File: config.mk
export PLATFORM = sky130hd
export DESIGN_NAME = pipe_ctrl
export DESIGN_NICKNAME = d
export VERILOG_FILES = /design/src/rtl/pipe_ctrl.sv
export SDC_FILE = /design/constraint.sdc
export NUM_CORES = 1
export LEC_CHECK = 0
export BUFFER_PORTS_ARGS = -buffer_cell sky130_fd_sc_hd__buf_2
export CAP_MARGIN = 10
export CORE_AREA = 5 5 71 73
export DETAILED_ROUTE_END_ITERATION = 12
export DIE_AREA = 0 0 76 78
export PLACE_DENSITY = 0.73
export SKIP_LAST_GASP = 1
export SLEW_MARGIN = 20
export SYNTH_ARGS = -nofsm -noshare
export SYNTH_HDL_FRONTEND = slang
export SYNTH_SLANG_ARGS = --single-unit
File: constraint.sdc
create_clock -name clk -period 3.1 [get_ports clk]
set_input_delay 0.62 -clock clk [delete_from_list [all_inputs] [get_ports clk]]
set_output_delay 0.62 -clock clk [all_outputs]
set_load 0.03 [all_outputs]
File: src/rtl/pipe_ctrl.sv
`default_nettype none
// ============================================================================
//  Module   : pipe_ctrl
//  Brief    : Pipeline sequencing controller for the PC / IF-ID / EX registers.
//             Combines load-use, data-memory wait, branch and trap sources
//             into per-register stall/flush controls. Owns the memory-wait
//             FSM, the memory timeout watchdog and a stall-cycle counter.
//  Revision : 1.0 - initial release
// ============================================================================
module pipe_ctrl #(
  parameter int GPR_ADDR_W  = 5,
  parameter int MEM_TIMEOUT = 255,
  parameter int CNT_W       = 16
) (
  input  logic                  clk,
  input  logic                  reset,
  input  logic                  id_en,
  input  logic [GPR_ADDR_W-1:0] id_rs1_addr,
  input  logic [GPR_ADDR_W-1:0] id_rs2_addr,
  input  logic                  id_rs1_used,
  input  logic                  id_rs2_used,
  input  logic                  ex_en,
  input  logic [GPR_ADDR_W-1:0] ex_dst_addr,
  input  logic                  ex_is_load,
  input  logic                  ex_is_mem,
  input  logic                  mem_ack,
  input  logic                  br_taken,
  input  logic                  trap_req,
  output logic                  mem_req,
  output logic                  pc_stall,
  output logic                  if_stall,
  output logic                  ex_stall,
  output logic                  if_flush,
  output logic                  ex_flush,
  output logic                  timeout_err,
  output logic [CNT_W-1:0]      stall_cnt
);

  localparam logic [1:0]  c_IDLE       = 2'd0;
  localparam logic [1:0]  c_MEM_WAIT   = 2'd1;
  localparam logic [1:0]  c_TRAP_FLUSH = 2'd2;
  // Last MEM_WAIT count value before the watchdog fires.
  localparam logic [15:0] c_TMO_LAST   = 16'(MEM_TIMEOUT - 1);

  logic [1:0]       state_q, state_d;
  logic [15:0]      tmo_cnt_q;
  logic             timeout_err_q;
  logic [CNT_W-1:0] stall_cnt_q;

  logic w_mem_active, w_mem_stall, w_mem_ack, w_load_use, w_tmo_hit;
  logic w_rs1_hit, w_rs2_hit;
  logic w_mem_req, w_pc_stall, w_if_stall, w_ex_stall, w_if_flush, w_ex_flush;

  // The access is suspended while the trap flush bubble passes through EX.
  assign w_mem_active = ex_en & ex_is_mem & (state_q != c_TRAP_FLUSH);
  assign w_mem_stall  = w_mem_active & ~mem_ack;
  // An ack with no access in flight carries no meaning.
  assign w_mem_ack    = w_mem_active & mem_ack;

  assign w_rs1_hit  = id_rs1_used & (id_rs1_addr == ex_dst_addr);
  assign w_rs2_hit  = id_rs2_used & (id_rs2_addr == ex_dst_addr);
  // x0 is hard-wired zero, so a load targeting it never creates a hazard.
  assign w_load_use = id_en & ex_en & ex_is_load & (ex_dst_addr != '0) & (w_rs1_hit | w_rs2_hit);

  // Ack on the final wait cycle wins over the watchdog; a trap aborts instead.
  assign w_tmo_hit = (state_q == c_MEM_WAIT) & ~w_mem_ack & ~trap_req & (tmo_cnt_q == c_TMO_LAST);

  // State register.
  always_ff @(posedge clk or negedge reset) begin
    if (!reset) state_q <= c_IDLE;
    else        state_q <= state_d;
  end

  // Next-state logic for the memory-wait / trap-flush sequencing.
  always_comb begin
    state_d = state_q;
    case (state_q)
      c_IDLE: begin
        if (w_mem_stall && !trap_req) state_d = c_MEM_WAIT;
      end
      c_MEM_WAIT: begin
        if (trap_req || w_mem_ack)        state_d = c_IDLE;
        else if (tmo_cnt_q == c_TMO_LAST) state_d = c_TRAP_FLUSH;
      end
      c_TRAP_FLUSH: state_d = c_IDLE;
      default:      state_d = c_IDLE;
    endcase
  end

  // Prioritised stall/flush decode: trap, memory wait, load-use, branch.
  always_comb begin
    w_mem_req  = w_mem_active & ~trap_req;
    w_pc_stall = 1'b0;
    w_if_stall = 1'b0;
    w_ex_stall = 1'b0;
    w_if_flush = 1'b0;
    w_ex_flush = 1'b0;
    if (trap_req || state_q == c_TRAP_FLUSH) begin
      w_if_flush = 1'b1;
      w_ex_flush = 1'b1;
    end else if (w_mem_stall) begin
      w_pc_stall = 1'b1;
      w_if_stall = 1'b1;
      w_ex_stall = 1'b1;
    end else if (w_load_use) begin
      w_pc_stall = 1'b1;
      w_if_stall = 1'b1;
      w_ex_flush = 1'b1;
    end else if (br_taken) begin
      w_if_flush = 1'b1;
    end
  end

  // Watchdog counter: held at zero outside MEM_WAIT so every entry starts from 0.
  always_ff @(posedge clk or negedge reset) begin
    if (!reset)                                          tmo_cnt_q <= '0;
    else if (state_q != c_MEM_WAIT)                      tmo_cnt_q <= '0;
    else if (!w_mem_ack && tmo_cnt_q != c_TMO_LAST)      tmo_cnt_q <= tmo_cnt_q + 16'd1;
  end

  // Timeout pulse lines up with the first TRAP_FLUSH cycle.
  always_ff @(posedge clk or negedge reset) begin
    if (!reset) timeout_err_q <= 1'b0;
    else        timeout_err_q <= w_tmo_hit;
  end

  // Saturating count of PC-stall cycles.
  always_ff @(posedge clk or negedge reset) begin
    if (!reset)                              stall_cnt_q <= '0;
    else if (w_pc_stall && stall_cnt_q != '1) stall_cnt_q <= stall_cnt_q + 1'b1;
  end

  // Combinational controls are forced low while reset is held, whatever the inputs.
  assign mem_req     = reset & w_mem_req;
  assign pc_stall    = reset & w_pc_stall;
  assign if_stall    = reset & w_if_stall;
  assign ex_stall    = reset & w_ex_stall;
  assign if_flush    = reset & w_if_flush;
  assign ex_flush    = reset & w_ex_flush;
  assign timeout_err = timeout_err_q;
  assign stall_cnt   = stall_cnt_q;

endmodule
`default_nettype wire
Word level (Yosys, flattened, before mapping)
Cells that the tools add are included.
W data, S select, Z words.

operators by class
  add/sub/neg operators = 2
  equal/unequal tests = 11
  mux-type cells = 17
  bitwise logic cells = 23
  reduce and logical (&&, ||, !) cells = 11

operators by type and width
  operator                 number
  $add A16 B1 Y16 const B  2
  $mux W16                 2
  $and A1 B1 Y1            19
  $eq A16 B8 Y1 const B    1
  $ne A16 B16 Y1 const B   1
  $ne A16 B8 Y1 const B    1
  $mux W1                  11
  $eq A5 B5 Y1             2
  $mux W2                  3
  $reduce_bool A5 Y1       1
  $ne A2 B2 Y1 const B     2
  $pmux W2 S2              1
  $logic_and A1 B1 Y1      3
  $ne A3 B1 Y1 const B     1
  $not A1 Y1               3
  $eq A2 B1 Y1 const B     1
  $eq A2 B2 Y1 const B     1
  $logic_not A1 Y1         2
  $logic_not A2 Y1         1
  $logic_or A1 B1 Y1       2
  $ne A2 B1 Y1 const B     1
  $reduce_and A2 Y1        1
  $reduce_bool A2 Y1       1
  $or A1 B1 Y1             1

word-level totals
  register bits = 35
  bits of input ports = 26
  logic and storage cells = 68

Longest topological paths before layout
  depth after elaboration = 8
  mapped depth = 7
  gate-level depth less buffers = 7

Least setup slack after synthesis
OpenSTA, ideal clock, no wires.

  path kind = input -> output
  start = input ex_dst_addr[1]
  end = output pc_stall
  arrival = 2.483 ns
  path slack = -0.003 ns
  stages = 7
  buffers on the path = 2
  cell sequence = xnor2_1 > nand4_1 > o22ai_2 > a21boi_4 > buf_6 > nor3b_1 > buf_4

on the way
  cells in the longest elaborated chain, start to end = 8
  elaborated cells between the ends (all ways) = 12
  classes of those cells = 2 x eq/ne; 3 x mux; 6 x bitwise; 1 x reduce/logical

ends and longest elaborated chain
  what                                     line    text
  from (decl)                              23      input logic [GPR_ADDR_W-1:0] ex_dst_addr,
  $eq A5 B5 Y1, on equally long branches   60, 61
  $and A1 B1 Y1, on equally long branches  60, 61
  $or A1 B1 Y1                             63      assign w_load_use = id_en & ex_en & ex_is_load & (ex_dst_addr != '0) & (w_rs1_hit | w_rs2_hit);
  $and A1 B1 Y1 *                          63
  $mux W1 * (3 in series)                  n/a
  $and A1 B1 Y1 *                          n/a
  to (decl)                                30      output logic pc_stall,

Every way passes the cells marked *; elsewhere a longest branch is shown, timed or not.

Worst setup path in the final report
  start = input ex_dst_addr[4]
  end = output if_stall

on the way
  cells in the longest elaborated chain, start to end = 8
  elaborated cells between the ends (all ways) = 12
  classes of those cells = 2 x eq/ne; 3 x mux; 6 x bitwise; 1 x reduce/logical

ends and longest elaborated chain
  what                                     line    text
  $eq A5 B5 Y1, on equally long branches   60, 61
  $and A1 B1 Y1, on equally long branches  60, 61
  $or A1 B1 Y1                             63
  $and A1 B1 Y1 *                          63
  $mux W1 *                                105     end else if (w_load_use) begin
  $mux W1 *                                101     end else if (w_mem_stall) begin
  $mux W1 *                                98      if (trap_req || state_q == c_TRAP_FLUSH) begin
  $and A1 B1 Y1 *                          136     assign if_stall = reset & w_if_stall;
  to (decl)                                31      output logic if_stall,

Marks and branches as above.

==> impl_metrics.tcl <==
set metrics [dict create \
    fill_cells 379 \
    ys_types 46 \
    ios 49 \
    ff2ff_setup_slack_ns 1.10 \
    drt-total-wl_um 4040 \
    clk_latency_ns 0.29 \
    grt_max_degree 25 \
    placed_area_sq_mm 0.00235 \
    skew_ns 0.00639 \
    first_global_vias 1591 \
    insertedDiodeCount 0 \
    worst_pin_slew_ns 0.644 \
    avgSynthCellArea_sq_um 10.5 \
    rsz0062_at_grt "false" \
    chipWidth_um 76 \
    syn_area_sq_mm 0.00207 \
    syn_to_final_growth_pct 17.5 \
    grt_antenna_before_repair 0 \
    async_reset_ff_frac 1.00 \
    grt_pass1_wl_um 7320 \
    synth_top_cells_by_count "35 x dfrtp_1, 22 x xor2_1, 20 x nor2_1" \
    nNetsFinal 278 \
    clock_sinks 35 \
    track_usage 0.146 \
    min_path_type "input pin to async pin" \
    max_clock_freq_mhz 410 \
    yosysMostFrequentCell "dfrtp_1" \
    netlist.area_leader.share 0.423 \
    powerDensity_mw_per_mm2 434 \
    period_share 0.786 \
    synth_edf_count 0 \
    leakagePower_nw 1.18 \
    r2r-end "stall_cnt[1]$_DFFE_PN0P_" \
    slew_violations 0 \
    final_cell_area_sq_mm 0.00243 \
    ys_warn_count 0 \
    synth-seq-cells 35 \
    pre_cts_slack_ns 0.652 \
    grt-ovfl-total 0 \
    power.total_w 0.00106 \
    synth.area.top_cells "dfrtp_1 42%, xor2_1 9.3%, xnor2_1 5.9%" \
    route.detailed.drc 0 \
    slew_headroom 0.570 \
    yosysTopAreaCell "dfrtp_1" \
    finalSetupViolCount 0 \
    final.setup.worst_slack_ns 0.663 \
    ant_nets 0 \
    vias 1589 \
    wl_per_cell_um 13.4 \
    die_area_sq_mm 0.00593 \
    start_kind "input pin" \
    timing.final.crit_period_ns 2.44 \
    syn_inst 198 \
    required_ns 2.48 \
    gp_congestion 0.785 \
    outcome "completed" \
    cts_tree "built" \
    dp_hpwl_um 3100 \
    vias_per_cell 5.26 \
    dieHeight_um 78 \
    ys_seq_area_frac 0.423 \
    tns_ns 0 \
    hold_viol 0 \
    vdd_drop_max_v 0.000346 \
    dr.first_iter.drc_count 48 \
    worstPathArrival_ns 1.82 \
    htree_levels 2 \
    reg2reg_depth 5 \
    root_buffer "clkbuf_8" \
    post-cts-setup-buffers 0 \
    rr_startpoint "state_q[0]$_DFFE_PN0P_" \
    io_buffers 48 \
    crit_path_max_fanout 3 \
    clockBufferDepth 2 \
    drive_above_1_share 0.324 \
    synth_flop_cell "dfrtp_1" \
    path_class "input pin to primary output" \
    cts_buffers 5 \
    clk_pin_slew_ns 0.08 \
    synthesis.nets 227 \
    hold_buffers 0 \
    drt_pass1_iterations 4 \
    endpoint_kind "primary output" \
    ctsResizeCount 0 \
    drv_cap 0 \
    core_sq_mm 0.00429 \
    row_count 24 \
    start_util 0.483 \
]
==> cell type report <==
type,count,area [sq um],share of cell area
multi-input cells,153,1130,0.466
flip-flops and latches,35,876,0.360
repair buffers,50,255,0.105
clock buffers,5,68.8,0.0283
well taps,52,65.1,0.0267
clock inverters,3,20.0,0.00822
inverters,4,15.0,0.00617
==> metal layers <==
| layer | up-vias | track usage | part of all wire |
|---|---|---|---|
| li1 | 800 | - | - |
| met1 | 757 | 0.183 | 0.45 |
| met2 | 27 | 0.252 | 0.50 |
| met3 | 5 | 0.0382 | 0.038 |
| met4 | 0 | 0.0320 | 0.0084 |
| met5 | - | 0 | 0 |
==> through the flow <==
stage,hold WS [ns],util,std cells
floorplan,0.324,-,198
finish,0.295,0.567,302
detailed placement,0.474,0.546,294
global route,0.324,0.567,302
global placement,0.474,0.546,294
CTS,0.302,0.567,302
==> flip-flops by register name, summed over array words and instances, names as in the netlist <==
name         count
stall_cnt       16
tmo_cnt_q       16
state_q          2
timeout_err      1
==> worst max-delay path: stages <==
cell	delay, ns
buf_2	0.13
xnor2_1	0.17
nand4_1	0.13
o22ai_2	0.25
a21boi_4	0.09
nor3b_2	0.20
buf_2	0.23
==> kinds of logic (layout without fill, tap and decap cells) <==
| group | Yosys count | in the layout | share of synthesized area |
|---|---|---|---|
| AOI/OAI and AO/OA | 16 | 16 | 0.0586 |
| and+or+nand+nor | 96 | 96 | 0.306 |
| adders and majority gates | 3 | 3 | 0.0181 |
| buffers and inverters | 10 | 62 | 0.0320 |
| muxes | 2 | 2 | 0.0109 |
| xor gates and xnor gates | 36 | 36 | 0.152 |
| DFF | 35 | 35 | 0.423 |
==> cell usage in the layout, fill, tap and decap left out, types with 4 or more instances in the layout <==
master / netlist / layout
a21oi_1: 6 / 6
and3_1: 6 / 6
buf_2: 0 / 48
clkbuf_8: 1 / 5
dfrtp_1: 35 / 35
inv_1: 4 / 4
nand2_1: 16 / 16
nand3_1: 8 / 8
nand4_1: 6 / 6
nor2_1: 20 / 20
nor3_1: 6 / 6
nor4_1: 4 / 4
xnor2_1: 14 / 14
xor2_1: 22 / 22
==> how the worst max path moves through the flow <==
stage	startpoint	endpoint	slack [ns]	cells past startpoint
finish	ex_dst_addr[4]	if_stall	0.66	7
global route	ex_dst_addr[4]	if_stall	0.58	7
CTS	ex_dst_addr[4]	if_stall	0.65	7
detailed placement	ex_dst_addr[4]	if_stall	0.65	7
global placement	ex_dst_addr[4]	if_flush	0.66	8
floorplan	ex_dst_addr[1]	pc_stall	0.35	7
==> report_power, final <==
group	leakage (nW)	switching, W	internal [W]
sequential	0.483	0.0000312	0.000481
clock	0.0402	0.000172	0.000156
combinational	0.652	0.000139	0.0000768
Power figures use the tool's default switching activity.
